$ cat config.mk
export PLATFORM = sky130hd
export DESIGN_NAME = tea_decryptor
export DESIGN_NICKNAME = d
export VERILOG_FILES = /design/src/rtl/tea_decryptor.sv
export SDC_FILE = /design/constraint.sdc
export NUM_CORES = 1
export LEC_CHECK = 0
export BUFFER_PORTS_ARGS = -buffer_cell sky130_fd_sc_hd__buf_2
export CAP_MARGIN = 20
export CORE_AREA = 2 2 344 244
export DETAILED_ROUTE_END_ITERATION = 10
export DIE_AREA = 0 0 346 246
export GPL_ROUTABILITY_DRIVEN = 0
export PLACE_DENSITY = 0.57
export SLEW_MARGIN = 20
export SYNTH_ARGS = -nofsm -noshare
export SYNTH_HDL_FRONTEND = slang
export SYNTH_SLANG_ARGS = --single-unit
$ cat constraint.sdc
create_clock -name i_clk -period 23.2 [get_ports i_clk]
set_clock_uncertainty 0.2 [all_clocks]
set_input_delay 0 -clock i_clk [delete_from_list [all_inputs] [get_ports i_clk]]
set_output_delay 0 -clock i_clk [all_outputs]
set_load 0.05 [all_outputs]
$ cat src/rtl/tea_decryptor.sv
// ---------------------------------------------------------------------------
// tea_decryptor
//   Streaming TEA block decryptor. One 64-bit ciphertext block is accepted on
//   the AXI-Stream slave. It is decrypted with one Feistel round per clock over
//   32 rounds, and the plaintext is returned on the AXI-Stream master.
//
// Ports
//   i_clk           clock, rising edge
//   i_rst           asynchronous active-high reset
//   i_key[127:0]    k0=[127:96] k1=[95:64] k2=[63:32] k3=[31:0], latched on accept
//   i_axis_valid_s  ciphertext valid
//   o_axis_ready_s  ready for ciphertext (IDLE only)
//   i_axis_data_s   ciphertext, v0=[63:32] v1=[31:0]
//   o_axis_valid_m  plaintext valid (DONE only)
//   i_axis_ready_m  downstream ready
//   o_axis_data_m   plaintext, v0=[63:32] v1=[31:0]; holds last result
// ---------------------------------------------------------------------------
module tea_decryptor #(
    parameter int unsigned NUM_ROUNDS = 32,
    parameter logic [31:0] DELTA      = 32'h9E3779B9
) (
    input  logic         i_clk,
    input  logic         i_rst,
    input  logic [127:0] i_key,
    input  logic         i_axis_valid_s,
    output logic         o_axis_ready_s,
    input  logic [63:0]  i_axis_data_s,
    output logic         o_axis_valid_m,
    input  logic         i_axis_ready_m,
    output logic [63:0]  o_axis_data_m
);

    // Decryption starts from the sum value that encryption ends with.
    localparam logic [31:0] SUM_INIT   = 32'(DELTA * NUM_ROUNDS);
    localparam logic [4:0]  LAST_ROUND = 5'(NUM_ROUNDS - 1);

    // Names and encoding are kept stable so the existing formal properties still bind.
    typedef enum logic [1:0] {
        IDLE       = 2'b00,
        LOADING    = 2'b01,
        PROCESSING = 2'b10,
        DONE       = 2'b11
    } state_t;

    state_t       state;
    state_t       next_state;
    logic [4:0]   round_counter;

    logic [31:0]  r_v0;
    logic [31:0]  r_v1;
    logic [31:0]  r_sum;
    logic [127:0] r_key;
    logic [63:0]  r_data_m;

    logic [31:0]  w_k0;
    logic [31:0]  w_k1;
    logic [31:0]  w_k2;
    logic [31:0]  w_k3;
    logic [31:0]  w_v1_new;
    logic [31:0]  w_v0_new;
    logic         w_accept;
    logic         w_last_round;

    assign w_k0 = r_key[127:96];
    assign w_k1 = r_key[95:64];
    assign w_k2 = r_key[63:32];
    assign w_k3 = r_key[31:0];

    // One inverse round: v1 is undone first, and the new v1 then feeds the v0 update.
    assign w_v1_new = r_v1 - (((r_v0 << 4) + w_k2) ^ (r_v0 + r_sum) ^ ((r_v0 >> 5) + w_k3));
    assign w_v0_new = r_v0 - (((w_v1_new << 4) + w_k0) ^ (w_v1_new + r_sum)
                              ^ ((w_v1_new >> 5) + w_k1));

    assign w_accept      = i_axis_valid_s && o_axis_ready_s;
    assign w_last_round  = (round_counter == LAST_ROUND);
    assign o_axis_data_m = r_data_m;

    // ----------------------------------------------------------------------
    // FSM: state register
    // ----------------------------------------------------------------------
    always_ff @(posedge i_clk or posedge i_rst) begin
        if (i_rst) begin
            state <= IDLE;
        end else begin
            state <= next_state;
        end
    end

    // ----------------------------------------------------------------------
    // FSM: next state and handshake outputs
    // ----------------------------------------------------------------------
    always_comb begin
        next_state     = state;
        // ready is also gated by reset so that a block offered during reset is dropped
        o_axis_ready_s = (state == IDLE) && !i_rst;
        o_axis_valid_m = (state == DONE);
        case (state)
            IDLE:       if (w_accept) next_state = LOADING;
            LOADING:    next_state = PROCESSING;
            PROCESSING: if (w_last_round) next_state = DONE;
            DONE:       if (i_axis_ready_m) next_state = IDLE;
        endcase
    end

    // ----------------------------------------------------------------------
    // Datapath
    // ----------------------------------------------------------------------
    always_ff @(posedge i_clk or posedge i_rst) begin
        if (i_rst) begin
            round_counter <= '0;
            r_v0          <= '0;
            r_v1          <= '0;
            r_sum         <= '0;
            r_key         <= '0;
            r_data_m      <= '0;
        end else begin
            case (state)
                IDLE: begin
                    if (w_accept) begin
                        r_v0  <= i_axis_data_s[63:32];
                        r_v1  <= i_axis_data_s[31:0];
                        r_key <= i_key;
                    end
                end
                LOADING: begin
                    r_sum         <= SUM_INIT;
                    round_counter <= '0;
                end
                PROCESSING: begin
                    r_v0          <= w_v0_new;
                    r_v1          <= w_v1_new;
                    r_sum         <= r_sum - DELTA;
                    round_counter <= round_counter + 5'd1;
                    if (w_last_round) begin
                        r_data_m <= {w_v0_new, w_v1_new};
                    end
                end
                DONE: begin
                    // r_data_m holds until the next block completes
                end
            endcase
        end
    end

endmodule
# Word level (Yosys, flattened, before mapping)
# Index checks and enable logic that the tools add are counted.
# W data, S select, Z words.
[word_totals] wordCells=48 ff_bits=295 output_inout_bits=66 inputBits=196
[op_classes] n_bitwise=4 muxes=10 add_sub_neg=10 eq_ne=7 n_reduce_logical=10
[op_table] op="$pmux W32 S2" n=3
[op_table] op="$add A32 B32 Y32" n=4
[op_table] op="$xor A32 B32 Y32" n=4
[op_table] op="$add A27 B32 Y32" n=2
[op_table] op="$mux W32" n=2
[op_table] op="$sub A32 B32 Y32" n=2
[op_table] op="$sub A32 B32 Y32 const B" n=1
[op_table] op="$pmux W5 S2" n=1
[op_table] op="$pmux W2 S4" n=1
[op_table] op="$mux W2" n=3
[op_table] op="$reduce_and A2 Y1" n=3
[op_table] op="$add A5 B1 Y5 const B" n=1
[op_table] op="$eq A5 B5 Y1 const B" n=1
[op_table] op="$eq A2 B2 Y1 const B" n=2
[op_table] op="$ne A2 B2 Y1 const B" n=2
[op_table] op="$reduce_bool A2 Y1" n=2
[op_table] op="$reduce_and A3 Y1" n=1
[op_table] op="$eq A2 B1 Y1 const B" n=1
[op_table] op="$logic_and A1 B1 Y1" n=2
[op_table] op="$logic_not A2 Y1" n=1
[op_table] op="$ne A2 B1 Y1 const B" n=1
[op_table] op="$logic_not A1 Y1" n=1

# Depth between registers and ports, before layout
# Gate-level depths: netlist of run 1.
[depth] ltp_word=9 mapped_depth=43 mapped_depth_nobuf=43

# Least setup slack after synthesis of run 1
# OpenSTA, ideal clock, no wires.
[synth_timing] path_kind="reg-to-reg" startpoint="register r_v0[0]" endpoint="register r_v0[31]" synth_period_minus_slack_ns=8.315 setup_time_ns=0.126 path_buffers=0 t_arrival_ns=7.989 required_time_ns=22.874 stages_incl_launch_ff=41 path_slack_ns=14.885 path_cell_list="dfrtp_1 ha_1 fa_1 a21o_1 a21o_1 a211oi_1 o21bai_1 xnor2_1 xor2_1 ha_1 a2111oi_2 nand2b_1 o21ai_0 a31oi_1 a21o_1 a21o_1 a21o_1 a21oi_1 (+5 left out) a21oi_1 o21ai_0 a31oi_1 o21bai_1 a21oi_1 o21ai_0 a31oi_1 xnor2_1 ha_1 a21o_1 a21oi_1 nor2_1 a211oi_1 o31ai_1 a21oi_1 xnor3_2 xnor2_1 a221o_1"
[synth_between] elab_chain_cells=9 word_cells_on_any_way=12 cone_classes="add/sub: 7; mux: 1; bitwise: 4"
[synth_rtl] item="start: declaration" line_no="49" rtl="logic [31:0] r_v0;"
[synth_rtl] item="start signal: assignment" line_no="120" rtl="r_v0 <= i_axis_data_s[63:32];"
[synth_rtl] item="start signal: assignment" line_no="130" rtl="r_v0 <= w_v0_new;"
[synth_rtl] item="$add A32 B32 Y32" line_no="70" rtl="assign w_v1_new = r_v1 - (((r_v0 << 4) + w_k2) ^ (r_v0 + r_sum) ^ ((r_v0 >> 5) + w_k3));"
[synth_rtl] item="$xor A32 B32 Y32 (*) (2 in series)" line_no="70"
[synth_rtl] item="$sub A32 B32 Y32 (*)" line_no="70"
[synth_rtl] item="net w_v1_new[14]" line_no="59" rtl="logic [31:0] w_v1_new;"
[synth_rtl] item="$add A32 B32 Y32" line_no="71" rtl="assign w_v0_new = r_v0 - (((w_v1_new << 4) + w_k0) ^ (w_v1_new + r_sum)"
[synth_rtl] item="$xor A32 B32 Y32" line_no="71"
[synth_rtl] item="$xor A32 B32 Y32 (*)" line_no="72" rtl="^ ((w_v1_new >> 5) + w_k1));"
[synth_rtl] item="$sub A32 B32 Y32 (*)" line_no="71"
[synth_rtl] item="$pmux W32 S2 (*)" line_no="117" rtl="case (state)"
# Mark *: on every way through the listed nets, which the timed path passes. The rest lies on a longest branch.
# A chain may end at the register's enable or synchronous reset.

# Final worst setup path of run 1
[layout_timing] startpoint="register r_v0[1]" endpoint="register r_v0[29]"
# The elaborated chain is that of the path after synthesis.

==> metrics.log, run 1 <==
INFO  metric antennaDiodeCount = 0
INFO  metric grtUsageTotal = 20.2%
INFO  metric min_from = i_key[71]
INFO  metric stdcell_count = 4261
INFO  metric grt_first_pass_wirelength = 131000 um
INFO  metric detail_route.vias_per_cell = 5.17
INFO  metric post-dp-hpwl = 67800 um
INFO  metric commonest_cells_in_the_netlist = sky130_fd_sc_hd__dfrtp_1 (295), sky130_fd_sc_hd__xnor2_1 (281), sky130_fd_sc_hd__ha_1 (247)
INFO  metric remaining_drc_errors = 0
INFO  metric unrepaired_setup_endpoints_after_global_routing = false
INFO  metric floorplan.initialDensity = 29.8%
INFO  metric tightestPinTransition = 1030 ps
INFO  metric worstReg2RegEnd = r_v0[29]
INFO  metric rows = 88
INFO  metric routed_antenna_nets = 0
INFO  metric setup_tns = 0 ps
INFO  metric critPathMostFrequentCell = sky130_fd_sc_hd__xnor2_1
INFO  metric synth-warning-count = 0
INFO  metric post_drt_wl_per_cell = 20.5 um
INFO  metric cpPeakStageDelay = 770 ps
INFO  metric num-fill-cells = 8227
INFO  metric cts-buffers-inserted = 37
INFO  metric synthesis.area_per_instance = 9.38 um^2
INFO  metric cts_root_buf = sky130_fd_sc_hd__clkbuf_16
INFO  metric post_synth_num_cell_types = 80
INFO  metric drv_cap = 0
INFO  metric finalSetupViolations = 0
INFO  metric ctsLongestPathBuffers = 3
INFO  metric core-area = 81700 um^2
INFO  metric detail_route.first_pass.iterations = 5
INFO  metric final_layout_size_suffix_gt1_share = 17.6%
INFO  metric cp.arrival = 10670 ps
INFO  metric clock_latency = 590 ps
INFO  metric hold_path_class = in2reg
INFO  metric hold_depth = 3
INFO  metric crit_type = reg2reg
INFO  metric report.final.slew_viol_count = 0
INFO  metric post_synthesis_net_count = 3047
INFO  metric yosys.cell_count.top_type = sky130_fd_sc_hd__dfrtp_1
INFO  metric synthDominantCellAreaShare = 30.3%
INFO  metric synth-seq-cells = 295
INFO  metric timing.critical_path.fanout_max = 7
INFO  metric drt_total_wl = 87300 um
INFO  metric grt.overflow.total = 0
INFO  metric worst-r2r-cell-count = 37
INFO  metric synth_cells = 2596
INFO  metric max_freq = 96.4 MHz
INFO  metric run_status = finished, final reports clean
INFO  metric post_cts_buffers = 0
INFO  metric grt_max_degree = 157
INFO  metric synth.top_cells.by_area = sky130_fd_sc_hd__dfrtp_1 (30%), sky130_fd_sc_hd__ha_1 (13%), sky130_fd_sc_hd__xnor2_1 (10%)
INFO  metric place.port_buffers = 261
INFO  metric dieHeight = 246 um
INFO  metric die_outline_area = 85100 um^2
INFO  metric top_level_ports = 262
INFO  metric design.final.nets = 3604
INFO  metric area_growth = 28.4%
INFO  metric synth_flop_cell = sky130_fd_sc_hd__dfrtp_1
INFO  metric detail_route.iter0.violations = 2111
INFO  metric ctsHtreeMaxLevel = 2
INFO  metric utilization = 38.3%
INFO  metric yosysSeqAreaShare = 30.3%
INFO  metric final_period_minus_worst_setup_slack = 10370 ps
INFO  metric antenna_violations_before_repair = 2
INFO  metric worstHoldEndpoint = r_key[71]
INFO  metric chipWidth = 346 um
INFO  metric finalCritPeriodShare = 44.7%
INFO  metric cpMaxStageDelayCell = sky130_fd_sc_hd__xnor2_1
INFO  metric finish.instance_area = 31300 um^2
INFO  metric detailroute.via_count = 22000
INFO  metric final-hold-violation-count = 0
INFO  metric post_dp_cell_area = 27000 um^2
INFO  metric synth_top_area_cell = sky130_fd_sc_hd__dfrtp_1
INFO  metric relSlewSlack = 31.4%
INFO  metric worst-r2r-setup-slack = 12830 ps
INFO  metric tritoncts = built
INFO  metric critPathLaunchType = flip-flop
INFO  metric clk_pin_slew = 60 ps
INFO  metric share_of_synthesized_flip_flops_with_an_asynchronous_set_or_reset = 100%
INFO  metric syn-cell-area = 24300 um^2
INFO  metric crit_required = 23500 ps
INFO  metric place_inst = 3898
INFO  metric vias_in_the_first_global_route = 20800
INFO  metric count_of_flip_flops_with_a_built_in_enable_after_synthesis = 0
INFO  metric timing.rr.start = r_v0[1]
INFO  metric critical_path.endpoint_type = flip-flop
INFO  metric clock_sink_count = 295
## sequential cells by signal, summed over array words and instances, names as in the netlist
signal	count
r_key	128
o_axis_data_m	64
r_sum	32
r_v0	32
r_v1	32
round_counter	5
state	2
## per-layer routing
metal | track usage [%] | share of wire, %
met2 | 27.8 | 39
met5 | 0 | 0
met1 | 32.2 | 52
met4 | 3.83 | 1.6
met3 | 3.23 | 7.4
## worst max-delay path, delay by kind of cell (launching register included)
| family | cells | cell delay [ps] |
|---|---|---|
| AOI/OAI and AO/OA | 14 | 3720 |
| xor gates and xnor gates | 8 | 2360 |
| adders and majority gates | 4 | 1640 |
| buffers and inverters | 1 | 120 |
| DFF | 1 | 560 |
| and+or+nand+nor | 10 | 1670 |
## layout make-up
cell class	count	area, um^2	area share, %
Multi-Input combinational cell	2152	16400	52.5
Sequential cell	295	7380	23.6
Timing Repair Buffer	580	4470	14.3
Tap cell	1080	1350	4.32
Clock buffer	55	1130	3.60
Inverter	87	334	1.07
Clock inverter	12	174	0.556
## what timing repair did
| action | in CTS | in global routing |
|---|---|---|
| gates resized for setup | 0 | 0 |
| hold buffers | 295 | 0 |
| endpoints found under the hold margin | 272 | 0 |
## kinds of logic after synthesis
| kind of cell | count (synthesis) | share of synthesized area, % |
|---|---|---|
| AOI/OAI and AO/OA | 785 | 20.6 |
| buffers and inverters | 149 | 2.35 |
| adders and majority gates | 255 | 13.4 |
| muxes | 228 | 10.3 |
| xor gates and xnor gates | 348 | 12.9 |
| DFF | 295 | 30.3 |
| and+or+nand+nor | 536 | 10.3 |
## cells in the final DEF, fill, tap and decap left out, types with 51 or more instances in the layout
master,netlist,final
sky130_fd_sc_hd__nand2_1,208,206
sky130_fd_sc_hd__dlygate4sd3_1,0,295
sky130_fd_sc_hd__buf_2,0,261
sky130_fd_sc_hd__inv_1,87,86
sky130_fd_sc_hd__mux2_2,176,176
sky130_fd_sc_hd__dfrtp_1,295,295
sky130_fd_sc_hd__xnor2_1,281,281
sky130_fd_sc_hd__a21oi_1,216,216
sky130_fd_sc_hd__ha_1,247,246
sky130_fd_sc_hd__mux2i_1,51,51
sky130_fd_sc_hd__o21ai_0,195,194
sky130_fd_sc_hd__nor2_1,116,115
sky130_fd_sc_hd__xor2_1,61,61
sky130_fd_sc_hd__a21o_1,125,125
## metrics by stage
step	hold slack, ps	worst slack, ps
after floorplan	-49.4	14850
after global placement	-65.3	13170
after detailed placement	-64.1	13180
after CTS	0.131	13120
after global routing	26.8	12320
final	17.9	12830
## worst max-delay path by stage
stage,to,cells after the start,from
2_1_floorplan,o_axis_data_m[0],1,i_rst
3_3_place_gp,r_v0[31],41,r_v0[1]
3_5_place_dp,r_v0[31],41,r_v0[1]
4_1_cts,r_v0[31],41,r_v0[1]
5_1_grt,r_v0[29],37,r_v0[1]
6_report,r_v0[29],37,r_v0[1]
Power of run 1 is not shown: default switching activity piles up to over one toggle a cycle in this logic, so the estimate is an artifact.
==> run 2: changes to the inputs <==
==> constraint.sdc (replaced) <==
create_clock -name i_clk -period 10.55 [get_ports i_clk]
set_clock_uncertainty 0.2 [all_clocks]
set_input_delay 0 -clock i_clk [delete_from_list [all_inputs] [get_ports i_clk]]
set_output_delay 0 -clock i_clk [all_outputs]
set_load 0.05 [all_outputs]
==> run 2 against run 1 <==
Net effect:
- global-route usage decreased by 0.17 points
- critical path type unchanged
- non-clock buffer count fell by 18
- first-iteration DRC count up 0.33%
- sequential cell count stayed put
- cell area shrank 0.80%
- sequential share of layout area grew 0.19 points
- critical path depth rose by 1
==> metrics.log, run 2 (synthesis results as in run 1) <==
INFO  metric run_status = finished, final reports clean
INFO  metric hold_path_class = in2reg
INFO  metric grt_max_degree = 107 (-32%)
INFO  metric design.final.nets = 3586 (-0.50%)
INFO  metric place.port_buffers = 261 (unchanged)
INFO  metric post-dp-hpwl = 68000 um (+0.29%)
INFO  metric vias_in_the_first_global_route = 20700 (-0.56%)
INFO  metric area_growth = 27.4%
INFO  metric worst_slack = 407 ps (-12420 ps)
INFO  metric detailroute.via_count = 21700 (-1.5%)
INFO  metric clock_sink_count = 295 (unchanged)
INFO  metric finalSetupViolations = 0 (unchanged)
INFO  metric drv_cap = 0 (unchanged)
INFO  metric cts-buffers-inserted = 37 (unchanged)
INFO  metric cpMaxStageDelayCell = sky130_fd_sc_hd__a2111oi_4
INFO  metric max_freq = 98.6 MHz (+2.3%)
INFO  metric final_period_minus_worst_setup_slack = 10140 ps (-231 ps)
INFO  metric die_outline_area = 85100 um^2 (unchanged)
INFO  metric max_reg_flops = 128 (unchanged)
INFO  metric clk_pin_slew = 60 ps (about the same)
INFO  metric cp.arrival = 10390 ps (-280 ps)
INFO  metric rows = 88 (unchanged)
INFO  metric setup_tns = 0 ps (unchanged)
INFO  metric crit_required = 10800 ps (-12700 ps)
INFO  metric dp_slack = 453 ps (-12720 ps)
INFO  metric detail_route.iter0.violations = 2118 (+0.33%)
INFO  metric num-fill-cells = 8236 (+0.11%)
INFO  metric critPathLaunchType = flip-flop
INFO  metric ctsHtreeMaxLevel = 2 (unchanged)
INFO  metric ctsLongestPathBuffers = 3 (unchanged)
INFO  metric final_layout_size_suffix_gt1_share = 17.9% (+0.26 points)
INFO  metric critical_path.endpoint_type = flip-flop
INFO  metric critPathMostFrequentCell = sky130_fd_sc_hd__xnor2_1
INFO  metric drt_total_wl = 87100 um (-0.24%)
INFO  metric cts_root_buf = sky130_fd_sc_hd__clkbuf_16
INFO  metric routed_antenna_nets = 0 (unchanged)
INFO  metric post_cts_buffers = 0 (unchanged)
INFO  metric report.final.slew_viol_count = 0 (unchanged)
INFO  metric final_common_cell = sky130_fd_sc_hd__dfrtp_1
INFO  metric timing.critical_path.fanout_max = 7 (unchanged)
INFO  metric tritoncts = built
INFO  metric largest_register_by_flop_count = r_key
INFO  metric top_level_ports = 262 (unchanged)
INFO  metric antennaDiodeCount = 0 (unchanged)
INFO  metric post_drt_wl_per_cell = 20.5 um (+0.33%)
INFO  metric detail_route.first_pass.iterations = 5 (unchanged)
INFO  metric tightestPinTransition = 1050 ps (+27.3 ps)
INFO  metric chipWidth = 346 um (unchanged)
INFO  metric grt.overflow.total = 0 (unchanged)
INFO  metric floorplan.initialDensity = 29.8% (unchanged)
INFO  metric core-area = 81700 um^2 (unchanged)
INFO  metric dieHeight = 246 um (unchanged)
INFO  metric final-hold-violation-count = 0 (unchanged)
INFO  metric relSlewSlack = 29.8% (-1.6 points)
INFO  metric unrepaired_setup_endpoints_after_global_routing = false
INFO  metric remaining_drc_errors = 0 (unchanged)
INFO  metric commonest_non_fill_non_tap_cells_in_the_layout = sky130_fd_sc_hd__dfrtp_1 (295), sky130_fd_sc_hd__xnor2_1 (280), sky130_fd_sc_hd__dlygate4sd3_1 (270)
INFO  metric crit_type = reg2reg
INFO  metric grt_first_pass_wirelength = 130000 um (-0.98%)
INFO  metric cpPeakStageDelay = 530 ps (-240 ps)
INFO  metric antenna_violations_before_repair = 2 (unchanged)
INFO  metric grtUsageTotal = 20.0% (-0.17 points)
INFO  metric clock_latency = 570 ps (-20 ps)
INFO  metric detail_route.vias_per_cell = 5.12 (-0.98%)
INFO  metric finalCritPeriodShare = 96.1% (+51 points)
run 2: per-layer routing:
layer / global-route usage [%] / share of wire [%]
met1: 32.0 / 53
met2: 27.7 / 39
met3: 2.97 / 6.5
met4: 3.96 / 1.7
met5: 0 / 0
run 2: repair_timing:
action,CTS,global route
setup endpoints to repair,0,8
hold buffers,270,0
hold endpoints to repair,298,0
resized for setup,0,4
run 2: path summary, 6_finish.rpt:
path,end,slack [ps],cells past startpoint,startpoint
max,r_v0[31],410,38,r_v0[1]
min reg2reg,o_axis_data_m[53],280,2,o_axis_data_m[53]
max reg2reg,r_v0[31],410,38,r_v0[1]
min in group asynchronous,state[1],560,4,i_rst
max in group asynchronous,r_sum[3],7240,6,i_rst
min,r_key[86],20,3,i_key[86]
run 2: critical path, delay by kind of cell, from the launching register on:
family | cells | cell delay (ps)
XOR/XNOR | 7 | 2030
adder cells (fa/ha/maj) | 4 | 1570
buffers and inverters | 1 | 210
flip-flops | 1 | 510
AND/OR/NAND/NOR | 6 | 890
AO/OA/AOI/OAI | 20 | 4580
run 2: cell type report:
class,instances,area (um^2),share of cell area (%)
Clock inverter,10,193,0.621
Timing Repair Buffer,562,4240,13.7
Tap cell,1080,1350,4.36
Multi-Input combinational cell,2152,16500,53.1
Clock buffer,51,1060,3.41
Sequential cell,295,7380,23.8
Inverter,87,334,1.08
run 2: through the flow:
| step | instance area, um^2 | hold WS (ps) | cells | util (%) |
|---|---|---|---|---|
| floorplan | 24300 | -49.4 | 2596 | - |
| global placement | 27000 | 23.3 | 3906 | 33.1 |
| detailed placement | 27000 | 28.1 | 3906 | 33.1 |
| CTS | 31000 | 0.766 | 4237 | 37.9 |
| global route | 31000 | 24.7 | 4237 | 38.0 |
| finish | 31000 | 20.6 | 4237 | 38.0 |
Power of run 2 is left out for the same reason.
